$ cat config.mk
export PLATFORM = sky130hd
export DESIGN_NAME = led_frame_scheduler
export DESIGN_NICKNAME = d
export VERILOG_FILES = /design/src/rtl/led_frame_scheduler.sv
export SDC_FILE = /design/constraint.sdc
export NUM_CORES = 1
export LEC_CHECK = 0
export CAP_MARGIN = 10
export CORE_UTILIZATION = 46
export CTS_CLUSTER_DIAMETER = 200
export DETAILED_ROUTE_END_ITERATION = 16
export PLACE_DENSITY = 0.72
export SYNTH_ARGS = -nofsm -noshare
export SYNTH_HDL_FRONTEND = slang
export SYNTH_SLANG_ARGS = --single-unit
$ cat constraint.sdc
create_clock -name clk -period 6.05 [get_ports clk]
set_clock_uncertainty 0.1 [all_clocks]
set_input_delay 0.605 -clock clk [delete_from_list [all_inputs] [get_ports clk]]
set_output_delay 0.605 -clock clk [all_outputs]
set_load 0.05 [all_outputs]
$ cat src/rtl/led_frame_scheduler.sv
// led_frame_scheduler: frame sequencer and two-source round-robin arbiter
// for the MiniLED driver RAM write port.
//
// Waits out the driver configuration window, then on every frame tick
// grants one pixel source, streams NUM_LED words into the driver RAM and
// pulses sdbpflag to latch the frame.
//
// Ports:
//   clk, rst          clock, synchronous active-high reset
//   enable            allows frame ticks to start frames
//   req[1:0]          per-source frame request (level)
//   gnt[1:0]          one-hot grant, held for the whole frame
//   src_addr          pixel read address to the granted source
//   src_data0/1       source pixels, valid one cycle after src_addr
//   wten/wtaddr/wtdina driver RAM write port
//   sdbpflag          frame latch flag to the driver
//   cfg_done          configuration window elapsed (sticky)
//   busy              frame in progress
//   frame_done        one-cycle pulse at end of frame
//   overrun           sticky: a tick arrived while busy
module led_frame_scheduler #(
    parameter int NUM_LED      = 360,
    parameter int ADDR_W       = 10,
    parameter int CFG_WAIT     = 2500,
    parameter int FRAME_PERIOD = 420000,
    parameter int FLAG_LEN     = 29
) (
    input  logic              clk,
    input  logic              rst,
    input  logic              enable,
    input  logic [1:0]        req,
    output logic [1:0]        gnt,
    output logic [ADDR_W-1:0] src_addr,
    input  logic [15:0]       src_data0,
    input  logic [15:0]       src_data1,
    output logic              wten,
    output logic [ADDR_W-1:0] wtaddr,
    output logic [15:0]       wtdina,
    output logic              sdbpflag,
    output logic              cfg_done,
    output logic              busy,
    output logic              frame_done,
    output logic              overrun
);

    localparam int PER_W  = (FRAME_PERIOD > 2) ? $clog2(FRAME_PERIOD) : 1;
    localparam int CFG_W  = (CFG_WAIT > 2) ? $clog2(CFG_WAIT) : 1;
    localparam int PH_MAX = (NUM_LED + 2 > FLAG_LEN) ? NUM_LED + 2 : FLAG_LEN;
    localparam int PH_W   = $clog2(PH_MAX + 1);

    localparam logic [PER_W-1:0]  PER_LAST  = PER_W'(FRAME_PERIOD - 1);
    localparam logic [CFG_W-1:0]  CFG_LAST  = CFG_W'(CFG_WAIT - 1);
    localparam logic [ADDR_W-1:0] ADDR_LAST = ADDR_W'(NUM_LED - 1);
    // WRITE also covers the two-cycle read/register drain after the last read
    localparam logic [PH_W-1:0]   PH_WR_END = PH_W'(NUM_LED + 1);
    localparam logic [PH_W-1:0]   PH_FL_END = PH_W'(FLAG_LEN - 1);

    typedef enum logic [2:0] {
        S_CFG,
        S_IDLE,
        S_WRITE,
        S_FLAG,
        S_DONE
    } state_t;

    state_t            state_q;
    logic [CFG_W-1:0]  cfg_cnt_q;
    logic [PER_W-1:0]  per_q;
    logic [PH_W-1:0]   ph_q;
    logic              last_q;
    logic              iss_q;
    logic              v1_q;
    logic [ADDR_W-1:0] a1_q;
    logic [1:0]        gnt_q;
    logic [ADDR_W-1:0] src_addr_q;
    logic              wten_q;
    logic [ADDR_W-1:0] wtaddr_q;
    logic [15:0]       wtdina_q;
    logic              sdbpflag_q;
    logic              cfg_done_q;
    logic              busy_q;
    logic              frame_done_q;
    logic              overrun_q;

    logic tick_d;
    logic win_d;

    assign tick_d = cfg_done_q && (per_q == '0);

    // 1 selects source 1; on contention the source not granted last wins
    always_comb begin
        win_d = req[1];
        if (req == 2'b11) begin
            win_d = ~last_q;
        end
    end

    always_ff @(posedge clk) begin
        if (rst) begin
            state_q      <= S_CFG;
            cfg_cnt_q    <= '0;
            per_q        <= '0;
            ph_q         <= '0;
            last_q       <= 1'b1;
            iss_q        <= 1'b0;
            v1_q         <= 1'b0;
            a1_q         <= '0;
            gnt_q        <= '0;
            src_addr_q   <= '0;
            wten_q       <= 1'b0;
            wtaddr_q     <= '0;
            wtdina_q     <= '0;
            sdbpflag_q   <= 1'b0;
            cfg_done_q   <= 1'b0;
            busy_q       <= 1'b0;
            frame_done_q <= 1'b0;
            overrun_q    <= 1'b0;
        end else begin
            if (!cfg_done_q || per_q == PER_LAST) begin
                per_q <= '0;
            end else begin
                per_q <= per_q + 1'b1;
            end

            if (tick_d && state_q != S_IDLE) begin
                overrun_q <= 1'b1;
            end

            // read address -> source data -> registered write
            v1_q     <= iss_q;
            a1_q     <= src_addr_q;
            wten_q   <= v1_q;
            wtaddr_q <= v1_q ? a1_q : '0;
            wtdina_q <= v1_q ? (gnt_q[1] ? src_data1 : src_data0) : '0;

            frame_done_q <= 1'b0;

            case (state_q)
                S_CFG: begin
                    if (cfg_cnt_q == CFG_LAST) begin
                        cfg_done_q <= 1'b1;
                        state_q    <= S_IDLE;
                    end else begin
                        cfg_cnt_q <= cfg_cnt_q + 1'b1;
                    end
                end
                S_IDLE: begin
                    if (tick_d && enable && req != 2'b00) begin
                        gnt_q      <= win_d ? 2'b10 : 2'b01;
                        last_q     <= win_d;
                        src_addr_q <= '0;
                        iss_q      <= 1'b1;
                        ph_q       <= '0;
                        busy_q     <= 1'b1;
                        state_q    <= S_WRITE;
                    end
                end
                S_WRITE: begin
                    ph_q <= ph_q + 1'b1;
                    if (iss_q) begin
                        if (src_addr_q == ADDR_LAST) begin
                            iss_q      <= 1'b0;
                            src_addr_q <= '0;
                        end else begin
                            src_addr_q <= src_addr_q + 1'b1;
                        end
                    end
                    if (ph_q == PH_WR_END) begin
                        ph_q       <= '0;
                        sdbpflag_q <= 1'b1;
                        state_q    <= S_FLAG;
                    end
                end
                S_FLAG: begin
                    ph_q <= ph_q + 1'b1;
                    if (ph_q == PH_FL_END) begin
                        ph_q         <= '0;
                        sdbpflag_q   <= 1'b0;
                        frame_done_q <= 1'b1;
                        state_q      <= S_DONE;
                    end
                end
                S_DONE: begin
                    gnt_q   <= '0;
                    busy_q  <= 1'b0;
                    state_q <= S_IDLE;
                end
                default: begin
                    state_q <= S_CFG;
                end
            endcase
        end
    end

    assign gnt        = gnt_q;
    assign src_addr   = src_addr_q;
    assign wten       = wten_q;
    assign wtaddr     = wtaddr_q;
    assign wtdina     = wtdina_q;
    assign sdbpflag   = sdbpflag_q;
    assign cfg_done   = cfg_done_q;
    assign busy       = busy_q;
    assign frame_done = frame_done_q;
    assign overrun    = overrun_q;

endmodule

==> results by group <==
Outcome
  – Run status: completed

Detailed routing
  – Average vias per placed instance: around 5.4
  – Routed wire length: just under 9000 um
  – Number of vias after detailed routing: between 3000 and 4000
  – DRC violations left: 0
  – Avg WL per Cell: about 14 um
  – Post-route antenna net violation count: 0
  – Drt first-iter violations: around 130
  – DRT Pass-1 Iters: 5

Worst setup path
  – Largest delay share family, worst path: buffers and inverters
  – Required time at the endpoint of the critical path: around 5300 ps
  – Slowest cell on the critical path: clkdlybuf4s50_1
  – Ordered list of cells on the worst path: clkdlybuf4s50_1
  – CP max stage delay: 960 ps
  – Endpoint type of the worst setup path: output pin
  – Critical-path maximum fanout: 18
  – Kind of start point of the critical path: flip-flop
  – Arrival time of the worst setup path: 2270 ps
  – Crit Path Class: reg -> out
  – Number of buffers and inverters on the critical path: 1

Yosys
  – Most frequent cell after synthesis: dfxtp_1
  – Post-synthesis cell type with the largest combined area: dfxtp_1
  – Number of distinct library cell variants in the gate-level netlist after synthesis: 51
  – Number of flops mapped to enable cells by yosys: 0
  – Dominant cells by area after synthesis: dfxtp_1 48%, nor2_1 5.3%, mux2i_1 4.1%
  – Sequential area share after synthesis: 0.4815
  – Instance count of the mapped netlist: between 400 and 500
  – Main flop type after synthesis: dfxtp_1
  – Mapped cell area: about 4200 um^2
  – Commonest cells in the netlist: 100 x dfxtp_1, 59 x nor2_1, 36 x nand2_1
  – Count of state elements after synthesis: 100
  – Share of the synthesized area in the top cell type: 0.4815
  – Mapped Nets: 500
  – Fraction of registers with async set/reset: 0
  – Average footprint of a synthesized cell: between 9 and 10 um^2
  – Yosys warnings: 0

Place
  – Post-placement cell area: about 5000 um^2
  – Number of placed cells counting well taps: 625
  – Last weighted congestion value of the routability-driven placer: a little under 0.9
  – IO buf count: 80
  – HPWL after detailed placement: just over 6000 um

Global routing
  – Vias in the first global route: ~3200
  – Global-route usage over all layers: 0.1884
  – Met3 layer usage reported by global route: 0.04173
  – Final global-route overflow total: 0
  – Layer with the highest usage after global routing: met2
  – Initial antenna violation count: 0
  – Wire length of the first global-routing pass: about 15000 um
  – Maximum number of pins on one net before global-route repair: 50
  – Met1 track demand over resource: 0.2171
  – Met2 GRT Util: 0.3380

Clock tree
  – Clock transition at path regs: 100 ps
  – Number of levels the H-tree was split into: 3
  – Post-CTS setup buffer count: 0
  – Clk buf depth: 2
  – Post-CTS Resized: 0
  – Hold_buf cts: 0
  – Root Driver: clkbuf_8
  – Number of CTS-inserted buffers: 9
  – CTS tree: built
  – Total clock sinks: 100
  – Clock network latency to the later pin of the worst-skew pair: between 300 and 400 ps

Power and ir drop
  – Total power density per cell area: 217.7 nW/um^2
  – Total Power Consumption: around 1.1 mW
  – Leakage power summed over all cells: approximately 1.8 nW
  – Worst ir drop on vdd: ~140 uV

Timing
  – Hold violation total from the final report: 0
  – Relative slew margins: 0.2301
  – Final worst path period need: around 3000 ps
  – Timing-limited maximum frequency: 335.9 MHz
  – Final TNS setup: 0 ps
  – Least-Margin Pin Slew: around 1100 ps
  – Period Utilization, post-route: 0.4920
  – Hold slack final: 334.0 ps
  – Setup repair after global routing missed its margin: no
  – Final-report max-slew violation count: 0
  – Finish-stage setup viols: 0

Floorplan
  – Chip Width: 97.07 um
  – Area of the core: 8721 um^2
  – Core Rows: 34
  – Overall die height: 97.07 um
  – Effective utilization at floorplan: 0.4768
  – Die area: about 9400 um^2
  – Top Ports: 81

Cells and area
  – Total non-filler cell area in the finished layout: 5205 um^2
  – Count of placed standard cells in the final layout, fillers left out: 641
  – Nets: about 570
  – Layout cell share with drive strength beyond 1: 0.04690
  – Area grow syn2layout: 25.19%
  – Number of diodes: 0
  – Number of fill cells in the layout: roughly 770

Job
  – Max-cap viol count: 0

Worst hold path
  – Path type of the worst min-delay path: reg -> reg
-- cell families (layout without fill, tap and decap cells) --
group	Yosys count	count (layout)	share of synthesized area
adders and majority gates	7	7	0.02106
DFF	100	100	0.4815
buffers and inverters	33	110	0.03400
and+or+nand+nor	214	214	0.2660
AOI/OAI and AO/OA	60	60	0.1038
xor gates and xnor gates	25	25	0.05266
muxes	17	17	0.04093
-- placed cells by master, fill, tap and decap left out, types with 6 or more instances in the layout --
cell type,Yosys,final
a21oi_1,11,11
a31oi_1,7,7
and2_1,12,12
clkbuf_8,0,9
clkdlybuf4s50_1,0,80
dfxtp_1,100,100
ha_1,7,7
inv_1,13,13
mux2i_1,17,17
nand2_1,36,36
nand2b_1,8,8
nand3_1,21,21
nand4_1,12,12
nor2_1,59,59
nor2b_1,10,10
nor3_1,15,15
nor4_1,6,6
o21ai_0,10,10
o2bb2ai_1,6,6
or3_1,8,8
xnor2_1,10,10
xor2_1,15,15
-- path summary, 6_finish.rpt --
| path | from | cells after the start | endpoint | slack (ps) |
|---|---|---|---|---|
| setup / recovery | gnt[1] | 1 | gnt[1] | 3070 |
| hold / removal | a1_q[4] | 1 | wtaddr[4] | 330 |
| setup reg to reg | ph_q[0] | 7 | ph_q[2] | 3370 |
| hold reg to reg | a1_q[4] | 1 | wtaddr[4] | 330 |
-- layout make-up --
| type | count | area (um^2) | share of cell area |
|---|---|---|---|
| multi-input combinational | 323 | 2014 | 0.3870 |
| sequential | 100 | 2002 | 0.3846 |
| timing repair buffer | 81 | 808.3 | 0.1553 |
| tap | 108 | 135.1 | 0.02596 |
| clock buffer | 10 | 127.6 | 0.02452 |
| clock inverter | 6 | 68.82 | 0.01322 |
| inverter | 13 | 48.80 | 0.009375 |
-- registers in the layout (all words and copies together) (netlist names), 2 cells and up --
register and count:
per_q 19, wtdina 16, cfg_cnt_q 12, a1_q 10
src_addr 10, wtaddr 10, ph_q 9, state_q 3
gnt 2
-- power breakdown --
group | internal [mW] | switching [mW] | leakage, nW
registers | 0.660 | 0.00241 | 0.806
logic | 0.0272 | 0.0158 | 0.900
clock network | 0.195 | 0.232 | 0.0977
-- through the flow --
step | worst slack [ps] | util
floorplan | 3698 | -
global placement | 3313 | 0.5743
detailed placement | 3260 | 0.5743
CTS | 3032 | 0.5968
global route | 2974 | 0.5968
finish | 3073 | 0.5968
-- layer usage --
metal | part of all wire | vias to the layer above
met5 | 0 | -
met4 | 0.014 | 0
met3 | 0.056 | 13
met2 | 0.50 | 113
met1 | 0.43 | 1590
li1 | - | 1732
(Power assumes the default switching activity.)
